## src/rtl/j204c_tx_sample_gen.sv

```systemverilog
// ---------------------------------------------------------------------------
// j204c_tx_sample_gen
//   Test-sample source feeding the JESD204C TX IP's tx_avst sink. Produces
//   ramp, constant, checkerboard and (optionally) PRBS7 beats, packed as
//   DATA_W/SAMPLE_W samples per beat with sample 0 in the low bits. Beats
//   are offered with a valid/ready handshake once the TX link is up; accepted
//   beats and stall cycles are counted.
//
//   Optional feature macro: J204C_TXGEN_PRBS_EN
//     defined   -> gen_mode 3 selects PRBS7 (x^7 + x^6 + 1)
//     undefined -> no LFSR is built; gen_mode 3 behaves as ramp
//
// Ports
//   jesd_link_clk   in   link clock, single clock domain
//   jesd_link_reset in   synchronous active-high reset
//   gen_enable      in   level, 1 = run generator
//   gen_mode        in   0 ramp, 1 constant, 2 checkerboard, 3 PRBS/ramp
//   gen_const       in   sample value for constant mode
//   link_up         in   TX link in user-data phase
//   tx_avst_data    out  beat data
//   tx_avst_valid   out  beat valid
//   tx_avst_ready   in   sink ready
//   beat_cnt        out  accepted beats since last start (saturating)
//   stall_cnt       out  RUN cycles with valid & !ready (saturating)
//   gen_busy        out  1 when the FSM is not idle
// ---------------------------------------------------------------------------
module j204c_tx_sample_gen #(
  parameter int DATA_W   = 256,
  parameter int SAMPLE_W = 16,
  parameter int CNT_W    = 32
) (
  input  logic                jesd_link_clk,
  input  logic                jesd_link_reset,
  input  logic                gen_enable,
  input  logic [1:0]          gen_mode,
  input  logic [SAMPLE_W-1:0] gen_const,
  input  logic                link_up,
  output logic [DATA_W-1:0]   tx_avst_data,
  output logic                tx_avst_valid,
  input  logic                tx_avst_ready,
  output logic [CNT_W-1:0]    beat_cnt,
  output logic [CNT_W-1:0]    stall_cnt,
  output logic                gen_busy
);

  localparam int NS = DATA_W / SAMPLE_W;

  localparam logic [1:0] ST_IDLE  = 2'd0;
  localparam logic [1:0] ST_ARM   = 2'd1;
  localparam logic [1:0] ST_RUN   = 2'd2;
  localparam logic [1:0] ST_DRAIN = 2'd3;

  localparam logic [SAMPLE_W-1:0] CHK_EVEN = {(SAMPLE_W/2){2'b01}};
  localparam logic [SAMPLE_W-1:0] CHK_ODD  = {(SAMPLE_W/2){2'b10}};

  logic [1:0]          state_q,     state_d;
  logic                valid_q,     valid_d;
  logic [DATA_W-1:0]   data_q,      data_d;
  logic [CNT_W-1:0]    beat_cnt_q,  beat_cnt_d;
  logic [CNT_W-1:0]    stall_cnt_q, stall_cnt_d;
  logic [SAMPLE_W-1:0] base_q,      base_d;     // ramp base of the next beat to generate
  logic                odd_q,       odd_d;      // checkerboard parity of the next beat
  logic                busy_q,      busy_d;

  logic                xfer;
  logic                stall;
  logic                start_run;
  logic                exiting;
  logic                gen_beat;
  logic                use_odd;
  logic [SAMPLE_W-1:0] chk_sample;
  logic [DATA_W-1:0]   ramp_beat;
  logic [DATA_W-1:0]   gen_data;

`ifdef J204C_TXGEN_PRBS_EN
  logic [6:0]          lfsr_q, lfsr_d;          // LFSR state at the start of the next beat
  logic [6:0]          lfsr_src;
  logic [6:0]          lfsr_nxt;
  logic [DATA_W+6:0]   prbs_res;

  // PRBS7 (x^7 + x^6 + 1): emits DATA_W bits, MSB of each sample first.
  // Returns {state after the beat, beat data}.
  function automatic logic [DATA_W+6:0] prbs7_beat(input logic [6:0] seed);
    logic [6:0]        st;
    logic              fb;
    logic [DATA_W-1:0] d;
    st = seed;
    d  = '0;
    for (int s = 0; s < NS; s++) begin
      for (int b = SAMPLE_W - 1; b >= 0; b--) begin
        fb = st[6] ^ st[5];
        st = {st[5:0], fb};
        d[s*SAMPLE_W + b] = fb;
      end
    end
    return {st, d};
  endfunction
`endif

  // Handshake qualifiers and beat-generation strobe.
  always_comb begin
    xfer      = valid_q & tx_avst_ready;
    stall     = (state_q == ST_RUN) & valid_q & ~tx_avst_ready;
    start_run = (state_q == ST_ARM) & gen_enable & link_up;
    exiting   = ~gen_enable | ~link_up;
    // A new beat is produced on entering RUN and after every transfer that
    // does not end the run.
    gen_beat  = start_run | ((state_q == ST_RUN) & xfer & ~exiting);
  end

  // Pattern generator: builds the beat that gen_beat would load.
  always_comb begin
    ramp_beat = '0;
    for (int i = 0; i < NS; i++) begin
      ramp_beat[i*SAMPLE_W +: SAMPLE_W] = base_q + SAMPLE_W'(i);
    end
    // A run always starts on an even checkerboard beat.
    if (start_run) begin
      use_odd = 1'b0;
    end else begin
      use_odd = odd_q;
    end
    if (use_odd) begin
      chk_sample = CHK_ODD;
    end else begin
      chk_sample = CHK_EVEN;
    end
`ifdef J204C_TXGEN_PRBS_EN
    if (start_run) begin
      lfsr_src = 7'h7F;
    end else begin
      lfsr_src = lfsr_q;
    end
    prbs_res = prbs7_beat(lfsr_src);
    lfsr_nxt = prbs_res[DATA_W+6:DATA_W];
`endif
    case (gen_mode)
      2'd0:    gen_data = ramp_beat;
      2'd1:    gen_data = {NS{gen_const}};
      2'd2:    gen_data = {NS{chk_sample}};
`ifdef J204C_TXGEN_PRBS_EN
      2'd3:    gen_data = prbs_res[DATA_W-1:0];
`else
      2'd3:    gen_data = ramp_beat;
`endif
      default: gen_data = ramp_beat;
    endcase
  end

  // Next-state logic: FSM, handshake register, generator state and counters.
  always_comb begin
    state_d     = state_q;
    valid_d     = valid_q;
    data_d      = data_q;
    base_d      = base_q;
    odd_d       = odd_q;
`ifdef J204C_TXGEN_PRBS_EN
    lfsr_d      = lfsr_q;
`endif

    // Transfer takes priority over stall; both saturate.
    if (xfer) begin
      beat_cnt_d  = (&beat_cnt_q) ? beat_cnt_q : beat_cnt_q + CNT_W'(1);
      stall_cnt_d = stall_cnt_q;
    end else if (stall) begin
      beat_cnt_d  = beat_cnt_q;
      stall_cnt_d = (&stall_cnt_q) ? stall_cnt_q : stall_cnt_q + CNT_W'(1);
    end else begin
      beat_cnt_d  = beat_cnt_q;
      stall_cnt_d = stall_cnt_q;
    end

    case (state_q)
      ST_IDLE: begin
        if (gen_enable) begin
          state_d     = ST_ARM;
          beat_cnt_d  = '0;
          stall_cnt_d = '0;
          base_d      = '0;
        end else begin
          state_d = ST_IDLE;
        end
      end
      ST_ARM: begin
        if (!gen_enable) begin
          state_d = ST_IDLE;
        end else if (link_up) begin
          state_d = ST_RUN;
          valid_d = 1'b1;
        end else begin
          state_d = ST_ARM;
        end
      end
      ST_RUN: begin
        // valid is always high in RUN, so a non-stalled exit means the
        // current beat transfers on this edge.
        if (exiting) begin
          if (valid_q && !tx_avst_ready) begin
            state_d = ST_DRAIN;
          end else begin
            state_d = ST_IDLE;
            valid_d = 1'b0;
          end
        end else begin
          state_d = ST_RUN;
        end
      end
      ST_DRAIN: begin
        // Losing the link abandons the held beat.
        if (!link_up) begin
          state_d = ST_IDLE;
          valid_d = 1'b0;
        end else if (tx_avst_ready) begin
          state_d = ST_IDLE;
          valid_d = 1'b0;
        end else begin
          state_d = ST_DRAIN;
        end
      end
      default: begin
        state_d = ST_IDLE;
        valid_d = 1'b0;
      end
    endcase

    if (gen_beat) begin
      data_d = gen_data;
      base_d = base_q + SAMPLE_W'(NS);
      odd_d  = ~use_odd;
`ifdef J204C_TXGEN_PRBS_EN
      lfsr_d = lfsr_nxt;
`endif
    end else begin
      data_d = data_q;
    end

    busy_d = (state_d != ST_IDLE);
  end

  // State registers with synchronous reset.
  always_ff @(posedge jesd_link_clk) begin
    if (jesd_link_reset) begin
      state_q     <= ST_IDLE;
      valid_q     <= 1'b0;
      data_q      <= '0;
      beat_cnt_q  <= '0;
      stall_cnt_q <= '0;
      base_q      <= '0;
      odd_q       <= 1'b0;
      busy_q      <= 1'b0;
`ifdef J204C_TXGEN_PRBS_EN
      lfsr_q      <= 7'h7F;
`endif
    end else begin
      state_q     <= state_d;
      valid_q     <= valid_d;
      data_q      <= data_d;
      beat_cnt_q  <= beat_cnt_d;
      stall_cnt_q <= stall_cnt_d;
      base_q      <= base_d;
      odd_q       <= odd_d;
      busy_q      <= busy_d;
`ifdef J204C_TXGEN_PRBS_EN
      lfsr_q      <= lfsr_d;
`endif
    end
  end

  assign tx_avst_data  = data_q;
  assign tx_avst_valid = valid_q;
  assign beat_cnt      = beat_cnt_q;
  assign stall_cnt     = stall_cnt_q;
  assign gen_busy      = busy_q;

endmodule
```

## config.mk

```make
export PLATFORM = sky130hd
export DESIGN_NAME = j204c_tx_sample_gen
export DESIGN_NICKNAME = d
export VERILOG_FILES = /design/src/rtl/j204c_tx_sample_gen.sv
export SDC_FILE = /design/constraint.sdc
export NUM_CORES = 1
export LEC_CHECK = 0
export CAP_MARGIN = 20
export CORE_MARGIN = 3
export CORE_UTILIZATION = 45
export CTS_CLUSTER_DIAMETER = 30
export CTS_CLUSTER_SIZE = 30
export DETAILED_ROUTE_END_ITERATION = 16
export PLACE_DENSITY_LB_ADDON = 0.15
export RECOVER_POWER = 100
export SYNTH_ARGS = -nofsm -noshare
export SYNTH_HDL_FRONTEND = slang
export SYNTH_SLANG_ARGS = --single-unit
```

## constraint.sdc

```tcl
create_clock -name jesd_link_clk -period 7.3 [get_ports jesd_link_clk]
set_clock_uncertainty 0.1 [all_clocks]
set_input_delay 2.19 -clock jesd_link_clk [delete_from_list [all_inputs] [get_ports jesd_link_clk]]
set_output_delay 2.19 -clock jesd_link_clk [all_outputs]
set_load 0.01 [all_outputs]
```

Word-level counts from Yosys, hierarchy flattened. Index checks and enable logic that the tools add are counted.

Equal/unequal tests: 11. Bitwise gates (word level): 14. Add/sub/neg operators: 18. Mux-type cells: 30. Reductions and logical operators: 13.

Operators by type and width (number): $pmux W256 S3 (1); $mux W32 (9); $add A16 B4 Y16 const B (8); $add A16 B3 Y16 const B (4); $add A32 B1 Y32 const B (2); $mux W16 (4); $reduce_and A32 Y1 (2); $add A16 B2 Y16 const B (2); $add A16 B1 Y16 const B (1); $add A16 B5 Y16 const B (1); $mux W2 (6); $eq A2 B2 Y1 const B (4); $mux W1 (8); $ne A2 B2 Y1 const B (4); $pmux W2 S4 (1); $and A1 B1 Y1 (7); $reduce_and A6 Y1 (1); $reduce_bool A2 Y1 (3); $not A1 Y1 (5); $eq A2 B1 Y1 const B (2); $logic_not A2 Y1 (2); $ne A3 B3 Y1 const B (1); $pmux W1 S3 (1); $reduce_bool A3 Y1 (1); 5 further kinds (6).

Register bits after elaboration: 341. Bits of input ports: 23. Word-level logic and storage cells: 94.

Depth between registers and ports, before layout.
Depth in word-level cells: 7. Mapped depth: 8. Depth with buffers taken out: 7.

Worst setup path after synthesis. OpenSTA, ideal clock, no wires.

Path type: input -> register. Start: input gen_enable. End: register beat_cnt_q[5], in the netlist beat_cnt[5]. Setup slack: 3333 ps. Stages: 8. Arrival time: 3742 ps. Path through: clkbuf_1 > or3b_2 > clkbuf_1 > nand2b_1 > buf_2 > buf_2 > buf_2 > a21oi_1.

Longest elaborated chain between the ends: 2.

Ends and longest elaborated chain: from (decl) (RTL line 34) `input logic gen_enable,`; $mux W32 (RTL line 175) `if (gen_enable) begin`; $mux W32 (RTL line 173) `case (state_q)`; to (signal assigned) (RTL line 258) `beat_cnt_q <= beat_cnt_d;`; to (decl) (RTL line 59) `logic [CNT_W-1:0] beat_cnt_q, beat_cnt_d;`.

No other way between the ends. A chain may end at the register's enable or synchronous reset.

Worst setup path after layout.
Start: input gen_enable. End: register stall_cnt_q[3], in the netlist stall_cnt[3].

Longest elaborated chain between the ends: 2.

Ends and longest elaborated chain: $mux W32 (RTL line 175); $mux W32 (RTL line 173); to (signal assigned) (RTL line 259) `stall_cnt_q <= stall_cnt_d;`; to (decl) (RTL line 60) `logic [CNT_W-1:0] stall_cnt_q, stall_cnt_d;`.

No other way between the ends.

==> flow_metrics.tcl <==
set metrics [dict create \
    hold_path_depth 2 \
    cts.sinks 130 \
    setup_viol 0 \
    cts_setup_buffers 0 \
    nNetsFinal 1111 \
    drc 0 \
    synth_compound_area_frac 0.160 \
    critPathMaxFanout 41 \
    die_area_mm2 0.0185 \
    status "complete, but fails checks" \
    wl_per_cell_um 17.0 \
    syn_avg_cell_area_um2 7.89 \
    critPathArrivalTime_ns 5.73 \
    yosys.area_share.simple 0.242 \
    violations "capacitance limit, slew limit" \
    drt-initial-drc-count 422 \
    grt_pass1_vias 6236 \
    die_height_um 136 \
    dr.pass1.iters 5 \
    grt_remaining_overflow 0 \
    globalplace.congestion 0.831 \
    clock-root-buffer "clkbuf_16" \
    avgViaCountPerCell 5.36 \
    clk_path_buf_depth 2 \
    rsz0062_at_grt "no" \
    clkTransAtPathRegs_ns 0.06 \
    hold_viol_final 0 \
    grt_usage 0.229 \
    synth.distinct_cells 53 \
    post_cts_resized 0 \
    hold_ws_ns 0.348 \
    worstReg2RegEnd "stall_cnt[3]" \
    numCtsBuffers 17 \
    pin_count 345 \
    rrSetupSlack_ns 3.73 \
    clock.fmax_mhz 181 \
    yosysTopAreaCell "dfxtp_1" \
    antenna_left 0 \
    min_from "tx_avst_data[5]" \
    clk_latency_ns 0.42 \
    synth_area_mm2 0.00762 \
    yosysWarnings 0 \
    cts_hold_buffers 0 \
    synth_most_common_cell "buf_4" \
    synth_edf_count 0 \
    fp.dieW_um 136 \
    startpoint_type "input pin" \
    num_rows 46 \
    synth_fa_ha_area_frac 0.00821 \
    synth_top_area_frac 0.342 \
    final_layout_size_suffix_gt1_frac 0.0411 \
    synth_ff_type "dfxtp_1" \
    min_to "tx_avst_data[5]" \
    end_kind "register" \
    synth_top_family_by_area "simple AND/OR/NAND/NOR gates" \
    synth_xor_xnor_area_share 0.00345 \
    synth_common_cells "buf_4 (207), dfxtp_1 (130), nand2_1 (115)" \
    dp_hpwl_mm 16.3 \
    reg2reg_from "state_q[1]" \
    synth-seq-cells 130 \
    drv_slew 84 \
    cp_data_required_time_ns 7.51 \
    grt_pass1_wl_mm 34.0 \
    h-tree-depth 4 \
    antenna_found_initial 2 \
    wirelength_mm 22.3 \
    reg2reg_depth 5 \
    p_leak_uw 0.00441 \
    core_area_mm2 0.0162 \
    cts_tree "done" \
    grt_max_degree 65 \
    peakVddDrop_v 0.000170 \
    area_growth_pct 35.0 \
    period_needed_ns 5.52 \
    powerDensity_mw_per_mm2 175 \
    tns_ns 0 \
    timing_worst_setup_path_type "in2reg" \
    async_flop_share 0 \
    min_period_over_period 0.757 \
    yosysSeqAreaShare 0.342 \
    syn_inst 966 \
    worst_pin_slew_ns 1.84 \
    vias 7027 \
    io_buffers 344 \
    start_util 0.469 \
    synth.area.mux_share 0.0107 \
    synth_area_leaders "dfxtp_1 (34%), buf_4 (20%), a21oi_1 (6.6%), nand2_1 (5.7%), or3_1 (3.0%)" \
    synthesis.nets 994 \
    worstHoldPathType "reg2reg" \
    slew-limit-headroom -0.225 \
    drv_cap 2 \
]
cell families (layout without fill, tap and decap cells):
group	Yosys count	in the layout
simple gates	353	353
buf+inv	261	390
compound gates	206	206
flops	130	130
mux	8	8
fa+ha+maj	5	5
xor+xnor	3	3
other cells	0	1
through the flow:
step / util / power (uW) / area [um^2] / std cells / worst slack [ns]
global route: 0.633 / 1850 / 10300 / 1312 / 1.56
global placement: 0.593 / 901 / 9620 / 1278 / 2.38
finish: 0.633 / 1790 / 10300 / 1312 / 1.78
CTS: 0.632 / 1820 / 10300 / 1309 / 2.80
floorplan: - / 843 / 7620 / 966 / 3.33
detailed placement: 0.593 / 901 / 9620 / 1278 / 2.36
state kept, by name, indices dropped and copies added (netlist names):
| name | count |
|---|---|
| base_q | 12 |
| beat_cnt | 32 |
| gen_busy | 1 |
| odd_q | 1 |
| stall_cnt | 32 |
| state_q | 2 |
| tx_avst_data | 49 |
| tx_avst_valid | 1 |
critical path, cell delays in order:
cell and delay (ns):
dlygate4sd3_1 0.71, or3b_2 0.55, nand2b_1 1.18, clkbuf_1 0.74, nor2_1 0.08, a31o_2 0.27
cells in the final DEF (no fill, tap or decap), types with 13 or more instances in the layout:
master / netlist / routed
dlygate4sd3_1: 0 / 324
dfxtp_1: 130 / 130
nand2_1: 115 / 115
a21oi_1: 101 / 100
nor2_1: 48 / 48
o21ai_0: 38 / 38
or3_1: 37 / 37
nand3_1: 36 / 36
nand4_1: 25 / 25
or4_1: 23 / 23
clkdlybuf4s50_1: 0 / 19
clkbuf_16: 0 / 17
o21a_1: 14 / 14
o31ai_1: 14 / 14
nor3_1: 13 / 13
per-layer routing:
| metal | up-vias | global-route usage | share of wire |
|---|---|---|---|
| li1 | 3466 | - | - |
| met1 | 3262 | 0.315 | 0.44 |
| met3 | 25 | 0.0637 | 0.073 |
| met4 | 2 | 0.0554 | 0.014 |
| met5 | - | 0 | 0.00076 |
| met2 | 272 | 0.356 | 0.47 |
power breakdown:
group	switching [uW]	internal [uW]	total, uW
logic	73.8	66.6	140
clock network	312	611	923
registers	13.6	717	730
total	400	1390	1790
cell type report:
cell class	count	area, um^2
diodes	1	2.50
clock buffers	21	450
well taps	216	270
repair buffers	351	3500
multi-input cells	575	3240
inverters	8	30.0
fillers	1420	5950
flip-flops and latches	130	2600
clock inverters	10	183
worst max-delay path by stage:
stage / cells past startpoint / startpoint / to / slack (ns)
floorplan: 8 / gen_enable / beat_cnt[5] / 3.33
global placement: 6 / gen_enable / beat_cnt[25] / 2.38
detailed placement: 6 / gen_enable / beat_cnt[25] / 2.36
CTS: 6 / gen_enable / stall_cnt[3] / 2.80
global route: 6 / gen_enable / stall_cnt[3] / 1.56
finish: 6 / gen_enable / stall_cnt[3] / 1.78
No activity file was read; power rests on OpenSTA's default activity.
